**config.mk**
```make
export PLATFORM = sky130hd
export DESIGN_NAME = instenc_loader
export DESIGN_NICKNAME = d
export VERILOG_FILES = /design/src/rtl/instenc_loader.sv
export SDC_FILE = /design/constraint.sdc
export NUM_CORES = 1
export LEC_CHECK = 0
export BUFFER_PORTS_ARGS = -buffer_cell sky130_fd_sc_hd__buf_2
export CORE_ASPECT_RATIO = 1.25
export CORE_MARGIN = 10
export CORE_UTILIZATION = 50
export DETAILED_ROUTE_END_ITERATION = 6
export PLACE_DENSITY = 0.89
export SETUP_SLACK_MARGIN = 0.15
export SLEW_MARGIN = 10
export SYNTH_ARGS = -nofsm -noshare
export SYNTH_HDL_FRONTEND = slang
export SYNTH_SLANG_ARGS = --single-unit
```
**constraint.sdc**
```tcl
create_clock -name clk -period 2.1 [get_ports clk]
set_input_delay 0.42 -clock clk [delete_from_list [all_inputs] [get_ports clk]]
set_output_delay 0.42 -clock clk [all_outputs]
set_load 0.1 [all_outputs]
```
**src/rtl/instenc_loader.sv**
```systemverilog
// Field-to-word instruction encoder feeding a sequential instruction-RAM loader.
// Define INSTENC_BRANCH_EN to accept opcode 001 (conditional branch) bundles.
module instenc_loader #(
    parameter int ADDR_W    = 8,
    parameter int BASE_ADDR = 0,
    parameter int DEPTH     = 256
) (
    input  logic              clk,
    input  logic              rst_n,
    input  logic              clear,
    input  logic              in_valid,
    output logic              in_ready,
    input  logic [2:0]        opcode,
    input  logic [1:0]        op,
    input  logic [2:0]        rn,
    input  logic [2:0]        rd,
    input  logic [1:0]        shift,
    input  logic [2:0]        rm,
    input  logic [7:0]        imm8,
    input  logic [4:0]        imm5,
    output logic              mem_we,
    output logic [ADDR_W-1:0] mem_addr,
    output logic [15:0]       mem_wdata,
    output logic [ADDR_W:0]   count,
    output logic              full,
    output logic              err
);

    typedef enum logic [1:0] {S_IDLE, S_WRITE, S_FULL} state_t;

    localparam logic [ADDR_W-1:0] BASE_C  = ADDR_W'(BASE_ADDR);
    localparam logic [ADDR_W:0]   DEPTH_C = (ADDR_W+1)'(DEPTH);

    state_t            state_q, state_d;
    logic [ADDR_W-1:0] addr_q, addr_d;
    logic [15:0]       wdata_q, wdata_d;
    logic [ADDR_W:0]   count_q, count_d;
    logic              err_q, err_d;

    logic              enc_legal;
    logic [15:0]       enc_word;

    // Field packing; anything not matched below is an illegal bundle.
    always_comb begin
        enc_legal = 1'b0;
        enc_word  = 16'h0000;
        case (opcode)
            3'b110: begin
                if (op == 2'b10) begin
                    enc_legal = 1'b1;
                    enc_word  = {opcode, op, rn, imm8};
                end else if (op == 2'b00) begin
                    enc_legal = 1'b1;
                    enc_word  = {opcode, op, 3'b000, rd, shift, rm};
                end
            end
            3'b101: begin
                enc_legal = 1'b1;
                enc_word  = {opcode, op,
                             (op == 2'b11) ? 3'b000 : rn,
                             (op == 2'b01) ? 3'b000 : rd,
                             shift, rm};
            end
            3'b011, 3'b100: begin
                if (op == 2'b00) begin
                    enc_legal = 1'b1;
                    enc_word  = {opcode, op, rn, rd, imm5};
                end
            end
            3'b111: begin
                if (op == 2'b00) begin
                    enc_legal = 1'b1;
                    enc_word  = {opcode, op, 11'b0};
                end
            end
`ifdef INSTENC_BRANCH_EN
            3'b001: begin
                if (op == 2'b00) begin
                    enc_legal = 1'b1;
                    enc_word  = {opcode, op, rn, imm8};
                end
            end
`else
            3'b001: enc_legal = 1'b0;
`endif
            default: enc_legal = 1'b0;
        endcase
    end

    always_comb begin
        state_d = state_q;
        addr_d  = addr_q;
        wdata_d = wdata_q;
        count_d = count_q;
        err_d   = err_q;
        if (clear) begin
            state_d = S_IDLE;
            addr_d  = BASE_C;
            count_d = '0;
            err_d   = 1'b0;
        end else begin
            case (state_q)
                S_IDLE: begin
                    if (in_valid) begin
                        if (enc_legal) begin
                            wdata_d = enc_word;
                            state_d = S_WRITE;
                        end else begin
                            err_d = 1'b1;
                        end
                    end
                end
                S_WRITE: begin
                    count_d = count_q + 1'b1;
                    // Saturate rather than wrap when the window ends at the top of the address space.
                    if (addr_q != {ADDR_W{1'b1}}) begin
                        addr_d = addr_q + 1'b1;
                    end
                    state_d = (count_d == DEPTH_C) ? S_FULL : S_IDLE;
                end
                S_FULL:  state_d = S_FULL;
                default: state_d = S_IDLE;
            endcase
        end
    end

    always_ff @(posedge clk or negedge rst_n) begin
        if (!rst_n) begin
            state_q <= S_IDLE;
            addr_q  <= BASE_C;
            wdata_q <= 16'h0000;
            count_q <= '0;
            err_q   <= 1'b0;
        end else begin
            state_q <= state_d;
            addr_q  <= addr_d;
            wdata_q <= wdata_d;
            count_q <= count_d;
            err_q   <= err_d;
        end
    end

    // A clear arriving during the write cycle suppresses the strobe.
    assign mem_we    = (state_q == S_WRITE) && !clear;
    assign in_ready  = (state_q == S_IDLE);
    assign full      = (state_q == S_FULL);
    assign mem_addr  = addr_q;
    assign mem_wdata = wdata_q;
    assign count     = count_q;
    assign err       = err_q;

endmodule
```
## Word level (Yosys, flattened, before mapping)

Cells that the tools add are included.

| operators by class | value |
|---|---|
| add/sub/neg operators | 2 |
| reduce and logical (&&, ||, !) cells | 14 |
| equal/unequal tests | 15 |
| bitwise logic cells | 1 |
| mux-type cells | 24 |

Operators with widths:

| operator | number |
|---|---|
| 16-bit two-way mux | 4 |
| 16-bit case mux with 4 select lines | 1 |
| 8-bit two-way mux | 3 |
| 9-bit two-way mux | 2 |
| 3-bit equality test (second input constant) | 4 |
| 9-bit by 1-bit adder with 9-bit output (second input constant) | 1 |
| 9-bit equality test (second input constant) | 1 |
| 8-bit by 1-bit adder with 8-bit output (second input constant) | 1 |
| 2-bit two-way mux | 4 |
| 8-bit inequality test (second input constant) | 1 |
| 2-bit nonzero test | 4 |
| 2-bit equality test (second input constant) | 3 |
| 1-bit two-way mux | 6 |
| 3-bit two-way mux | 2 |
| 2-bit case mux with 3 select lines | 1 |
| 2-bit by 1-bit equality test with 1-bit output (second input constant) | 2 |
| 2-bit logical NOT | 2 |
| 2-bit AND reduction | 2 |
| 4-bit AND reduction | 1 |
| 3-bit by 2-bit equality test with 1-bit output (second input constant) | 1 |
| 3-bit by 2-bit inequality test with 1-bit output (second input constant) | 1 |
| 3-bit inequality test (second input constant) | 1 |
| 1-bit case mux with 3 select lines | 1 |
| 3-bit AND reduction | 1 |
| other kinds (6) | 6 |

| storage, ports and cells | value |
|---|---|
| register bits | 36 |
| input port bits | 33 |

## Depth between registers and ports, before layout

| depth | value |
|---|---|
| depth after elaboration | 8 |
| gate-level depth with buffers | 7 |

## Worst setup path after synthesis

OpenSTA, ideal clock, no wires.

| timing path | value |
|---|---|
| kind | input to output |
| start | in clear |
| end | out mem_we |
| data arrival time | 2.096 ns |
| path buffers | 2 |
| cell stages on the path | 3 |
| slack | -0.416 ns |
| data required time | 1.680 ns |
| cells stage by stage | clkbuf_1 > clkbuf_1 > nor2_1 |

| on the way | value |
|---|---|
| cells in the longest elaborated chain, start to end | 2 |

RTL lines:

| what | line | RTL |
|---|---|---|
| from (decl) | 10 | `input logic clear,` |
| 1-bit logical NOT | 144 | `assign mem_we = (state_q == S_WRITE) && !clear;` |
| 1-bit logical AND | 144 |  |
| to (decl) | 21 | `output logic mem_we,` |

Every way passes these cells.

## Worst setup path in the final report

| timing path | value |
|---|---|
| start | reg state_q[0] |
| end | out full |

| on the way | value |
|---|---|
| cells in the longest elaborated chain, start to end | 1 |

RTL lines:

| what | line | RTL |
|---|---|---|
| from (decl) | 34 | `state_t state_q, state_d;` |
| from (signal assigned) | 135 | `state_q <= state_d;` |
| 2-bit equality test | 146 | `assign full = (state_q == S_FULL);` |
| to (decl) | 25 | `output logic full,` |

Every way passes these cells.

==> metrics.txt <==
# TYPE chip_impl_metric gauge
chip_impl_metric{name="finalCritPeriodShare",unit="%"} 90.1
chip_impl_metric{name="cts.reportedPaths.clkPinSlew",unit="ns"} 0.07
chip_impl_metric{name="n_antenna_cell",unit=""} 0
chip_impl_metric{name="route.antenna.remaining_nets",unit=""} 0
chip_impl_metric{name="post_synth_inst_count",unit=""} 215
chip_impl_info{name="setup.worst_path.end_class",value="primary output"} 1
chip_impl_metric{name="nFillCells",unit=""} 342
chip_impl_metric{name="clk-insertion-delay-late",unit="ns"} 0.29
chip_impl_info{name="critPathSlowestCell",value="dfrtp_1"} 1
chip_impl_metric{name="die_h",unit="µm"} 92.4
chip_impl_metric{name="finalWirelength",unit="mm"} 5.50
chip_impl_metric{name="max-cap-violations",unit=""} 0
chip_impl_metric{name="grt_start_max_net_pins",unit=""} 37
chip_impl_metric{name="first_global_vias",unit=""} 1898
chip_impl_metric{name="synthArstFlopShare",unit="%"} 100
chip_impl_metric{name="boundaryPins",unit=""} 70
chip_impl_metric{name="register_area",unit="µm²"} 915
chip_impl_info{name="rsz0062_at_grt",value="false"} 1
chip_impl_metric{name="post_route_cells_drive_above_1_share",unit="%"} 37.3
chip_impl_metric{name="slowest_delay",unit="ns"} 0.47
chip_impl_info{name="clk_root_buffer_cell",value="clkbuf_8"} 1
chip_impl_info{name="cts_tree",value="built"} 1
chip_impl_metric{name="fp-row-count",unit=""} 26
chip_impl_metric{name="final_max_slew_viol_count",unit=""} 0
chip_impl_metric{name="yosysUniqueCellTypes",unit=""} 59
chip_impl_metric{name="detail_route.iter0.violations",unit=""} 130
chip_impl_metric{name="synth-warning-count",unit=""} 0
chip_impl_metric{name="timing.critical_path.fanout_max",unit=""} 6
chip_impl_metric{name="place_congestion",unit=""} 0.849
chip_impl_metric{name="synth.avg_cell_area",unit="µm²"} 9.74
chip_impl_metric{name="cts_num_sinks",unit=""} 36
chip_impl_metric{name="worst_ep_arrival_time",unit="ns"} 1.47
chip_impl_metric{name="relSlewSlack",unit="%"} 47.7
chip_impl_metric{name="transition_time_at_the_pin_with_the_least_slew_margin",unit="ns"} 0.785
chip_impl_metric{name="power-per-cell-area",unit="nW/µm²"} 893
chip_impl_metric{name="grt_antenna_before_repair",unit=""} 0
chip_impl_metric{name="max_freq",unit="MHz"} 529
chip_impl_metric{name="clockBufferDepth",unit=""} 2
chip_impl_metric{name="postCtsSetupRepairBufs",unit=""} 0
chip_impl_metric{name="dp_hpwl",unit="mm"} 4.27
chip_impl_metric{name="cp_data_required_time",unit="ns"} 1.68
chip_impl_metric{name="drc",unit=""} 0
chip_impl_metric{name="ctsHtreeMaxLevel",unit=""} 2
chip_impl_metric{name="synth_top_area_share",unit="%"} 43.0
chip_impl_metric{name="grt_pass1_wl",unit="mm"} 9.18
chip_impl_metric{name="drtPass1Iterations",unit=""} 4
chip_impl_info{name="worst_hold_path_type",value="in -> async"} 1
chip_impl_metric{name="total_leakage_power",unit="nW"} 1.21
chip_impl_metric{name="num-nets-final",unit=""} 318
chip_impl_metric{name="floorplan.initialDensity",unit="%"} 51.5
chip_impl_metric{name="syn2layout_area_growth",unit="%"} 23.3
chip_impl_metric{name="setup_total_negative_slack",unit="ns"} 0
chip_impl_metric{name="overflow",unit=""} 0
chip_impl_metric{name="combined_area_of_all_synthesized_cells",unit="µm²"} 2090
chip_impl_info{name="crit_family",value="flip-flops"} 1
chip_impl_metric{name="synth_edf_count",unit=""} 0
chip_impl_metric{name="ir_worst_vdd",unit="mV"} 0.606
chip_impl_metric{name="synth_seq_cells",unit=""} 36
chip_impl_metric{name="wire_per_inst",unit="µm"} 16.2
chip_impl_metric{name="synth.yosys.seq_area_share",unit="%"} 43.0
chip_impl_metric{name="overall_fraction_of_global_route_tracks_in_use",unit="%"} 15.5
chip_impl_metric{name="crit_buf_inv",unit=""} 2
chip_impl_metric{name="vias_per_cell",unit=""} 5.64
chip_impl_metric{name="hold_slack",unit="ns"} 0.201
chip_impl_info{name="timing.setup.critical_path_class",value="reg -> out"} 1
chip_impl_metric{name="dr_total_vias",unit=""} 1917
chip_impl_info{name="synth_largest_area_cell",value="dfrtp_1"} 1
chip_impl_info{name="crit_path_cell_trace",value="or2b_2, inv_1, buf_4"} 1
chip_impl_metric{name="fp.dieArea",unit="µm²"} 7190
chip_impl_metric{name="setup_viol_count_final",unit=""} 0
chip_impl_metric{name="numCtsBuffers",unit=""} 5
chip_impl_metric{name="io_buffer_count",unit=""} 69
chip_impl_metric{name="hold_violations",unit=""} 0
chip_impl_info{name="postSynth.topFlopCell",value="dfrtp_1"} 1
chip_impl_metric{name="synthesis.nets",unit=""} 250
chip_impl_metric{name="timing.final.crit_period",unit="ns"} 1.89
chip_impl_info{name="netlist_top_cells_area",value="dfrtp_1 (43%), a21oi_1 (4.8%), nor2_1 (3.8%)"} 1
chip_impl_metric{name="fp.coreArea",unit="µm²"} 4070
chip_impl_metric{name="fin_worst_skew",unit="ns"} 0.00651
chip_impl_metric{name="multi_input_area",unit="µm²"} 1070
chip_impl_info{name="worst_setup_path_start_kind",value="flip-flop"} 1
chip_impl_info{name="status",value="completed"} 1
chip_impl_metric{name="die_width",unit="µm"} 77.9
==> synth_stat cells (3+ instances only) <==
library cell / n
dfrtp_1: 36
nor2_1: 21
a21oi_1: 20
nand2_1: 12
inv_1: 10
o21ai_0: 6
xor2_1: 6
a222oi_1: 5
a31oi_1: 5
buf_2: 5
nand3_1: 5
xnor2_1: 5
mux2i_1: 4
nand2b_1: 4
nor3_1: 4
a32o_1: 3
buf_4: 3
buf_6: 3
nor2b_1: 3
==> what timing repair did <==
action | in CTS | in global routing
setup endpoints to repair | 1 | 2
hold buffers | 0 | 0
gates resized for setup | 1 | 2
==> path summary, 6_finish.rpt <==
kind,startpoint,end,cells after the start,slack (ns)
max,state_q[0]$_DFFE_PN0P_,full,3,0.21
min,rst_n,mem_addr[0]$_DFFE_PN0P_,1,0.20
max reg2reg,state_q[0]$_DFFE_PN0P_,mem_wdata[14]$_DFFE_PN0P_,4,0.51
min reg2reg,mem_wdata[11]$_DFFE_PN0P_,mem_wdata[11]$_DFFE_PN0P_,1,0.49
max in group asynchronous,rst_n,count[2]$_DFFE_PN0P_,1,1.35
min in group clk,rn[0],mem_wdata[8]$_DFFE_PN0P_,2,0.37
==> cell families (layout without fill, tap and decap cells) <==
logic type      count (synthesis)  after routing  synth area share [%]
flops                          36             36                  43.0
buf+inv                        24             93                  6.21
compound gates                 61             61                  21.6
fa+ha+maj                       2              2                  1.19
xor+xnor                       11             11                  4.60
simple gates                   74             74                  19.9
mux                             7              7                  3.52
==> per-layer routing <==
metal  global-route usage, %  vias to the layer above  wire length [µm]
met5                       0                        -                 0
met1                    16.0                      937              2030
li1                        -                      931                 -
met4                    5.39                        0                78
met3                    4.16                        6               282
met2                    29.2                       43              3110
==> layout by cell type (no fill, tap or decap), drive strengths merged, types with 2 or more instances in the layout <==
cell type / synthesis / final
nand4: 2 / 2
nand2: 13 / 13
nor2: 21 / 21
nor2b: 3 / 3
nor4b: 2 / 2
and4: 2 / 2
xor2: 6 / 6
dfrtp: 36 / 36
ha: 2 / 2
o21ai: 7 / 7
o21a: 2 / 2
or2b: 2 / 2
nor3: 4 / 4
a32o: 3 / 3
a211oi: 2 / 2
mux2: 3 / 3
a31oi: 5 / 5
o221ai: 3 / 3
nand3: 5 / 5
a222oi: 5 / 5
mux2i: 4 / 4
and3: 2 / 2
buf: 11 / 73
xnor2: 5 / 5
and2: 2 / 2
clkbuf: 2 / 9
a21o: 2 / 2
nor3b: 2 / 2
a311oi: 3 / 3
o211ai: 2 / 2
a21oi: 20 / 20
nand2b: 4 / 4
nand3b: 2 / 2
inv: 11 / 11
==> flip-flops by register name (all words and copies together), names as in the netlist <==
register / cells
mem_wdata: 16
count: 9
mem_addr: 8
err: 1
state_q: 2
==> stage by stage <==
step | utilization [%] | area, µm² | power, mW | std cells | setup WS [ns]
after floorplan | - | 2110 | 1.59 | 215 | 0.0379
after global placement | 60.9 | 2480 | 1.76 | 332 | 0.281
after detailed placement | 60.9 | 2480 | 1.77 | 332 | 0.234
after CTS | 63.4 | 2580 | 2.33 | 340 | 0.187
after global routing | 63.5 | 2580 | 2.39 | 340 | 0.161
final | 63.5 | 2580 | 2.31 | 340 | 0.209
==> area by class of cell <==
| class | instances | area share [%] |
|---|---|---|
| clock buffer | 8 | 3.88 |
| timing repair buffer | 74 | 15.0 |
| inverter | 11 | 1.60 |
| multi-input combinational | 155 | 41.4 |
| tap | 56 | 2.71 |
| sequential | 36 | 35.4 |
==> power by group <==
group | internal [mW] | switching (mW)
combinational | 0.155 | 0.781
sequential | 0.775 | 0.0475
clock | 0.299 | 0.247
total | 1.23 | 1.08
No activity file was read; power rests on OpenSTA's default activity.
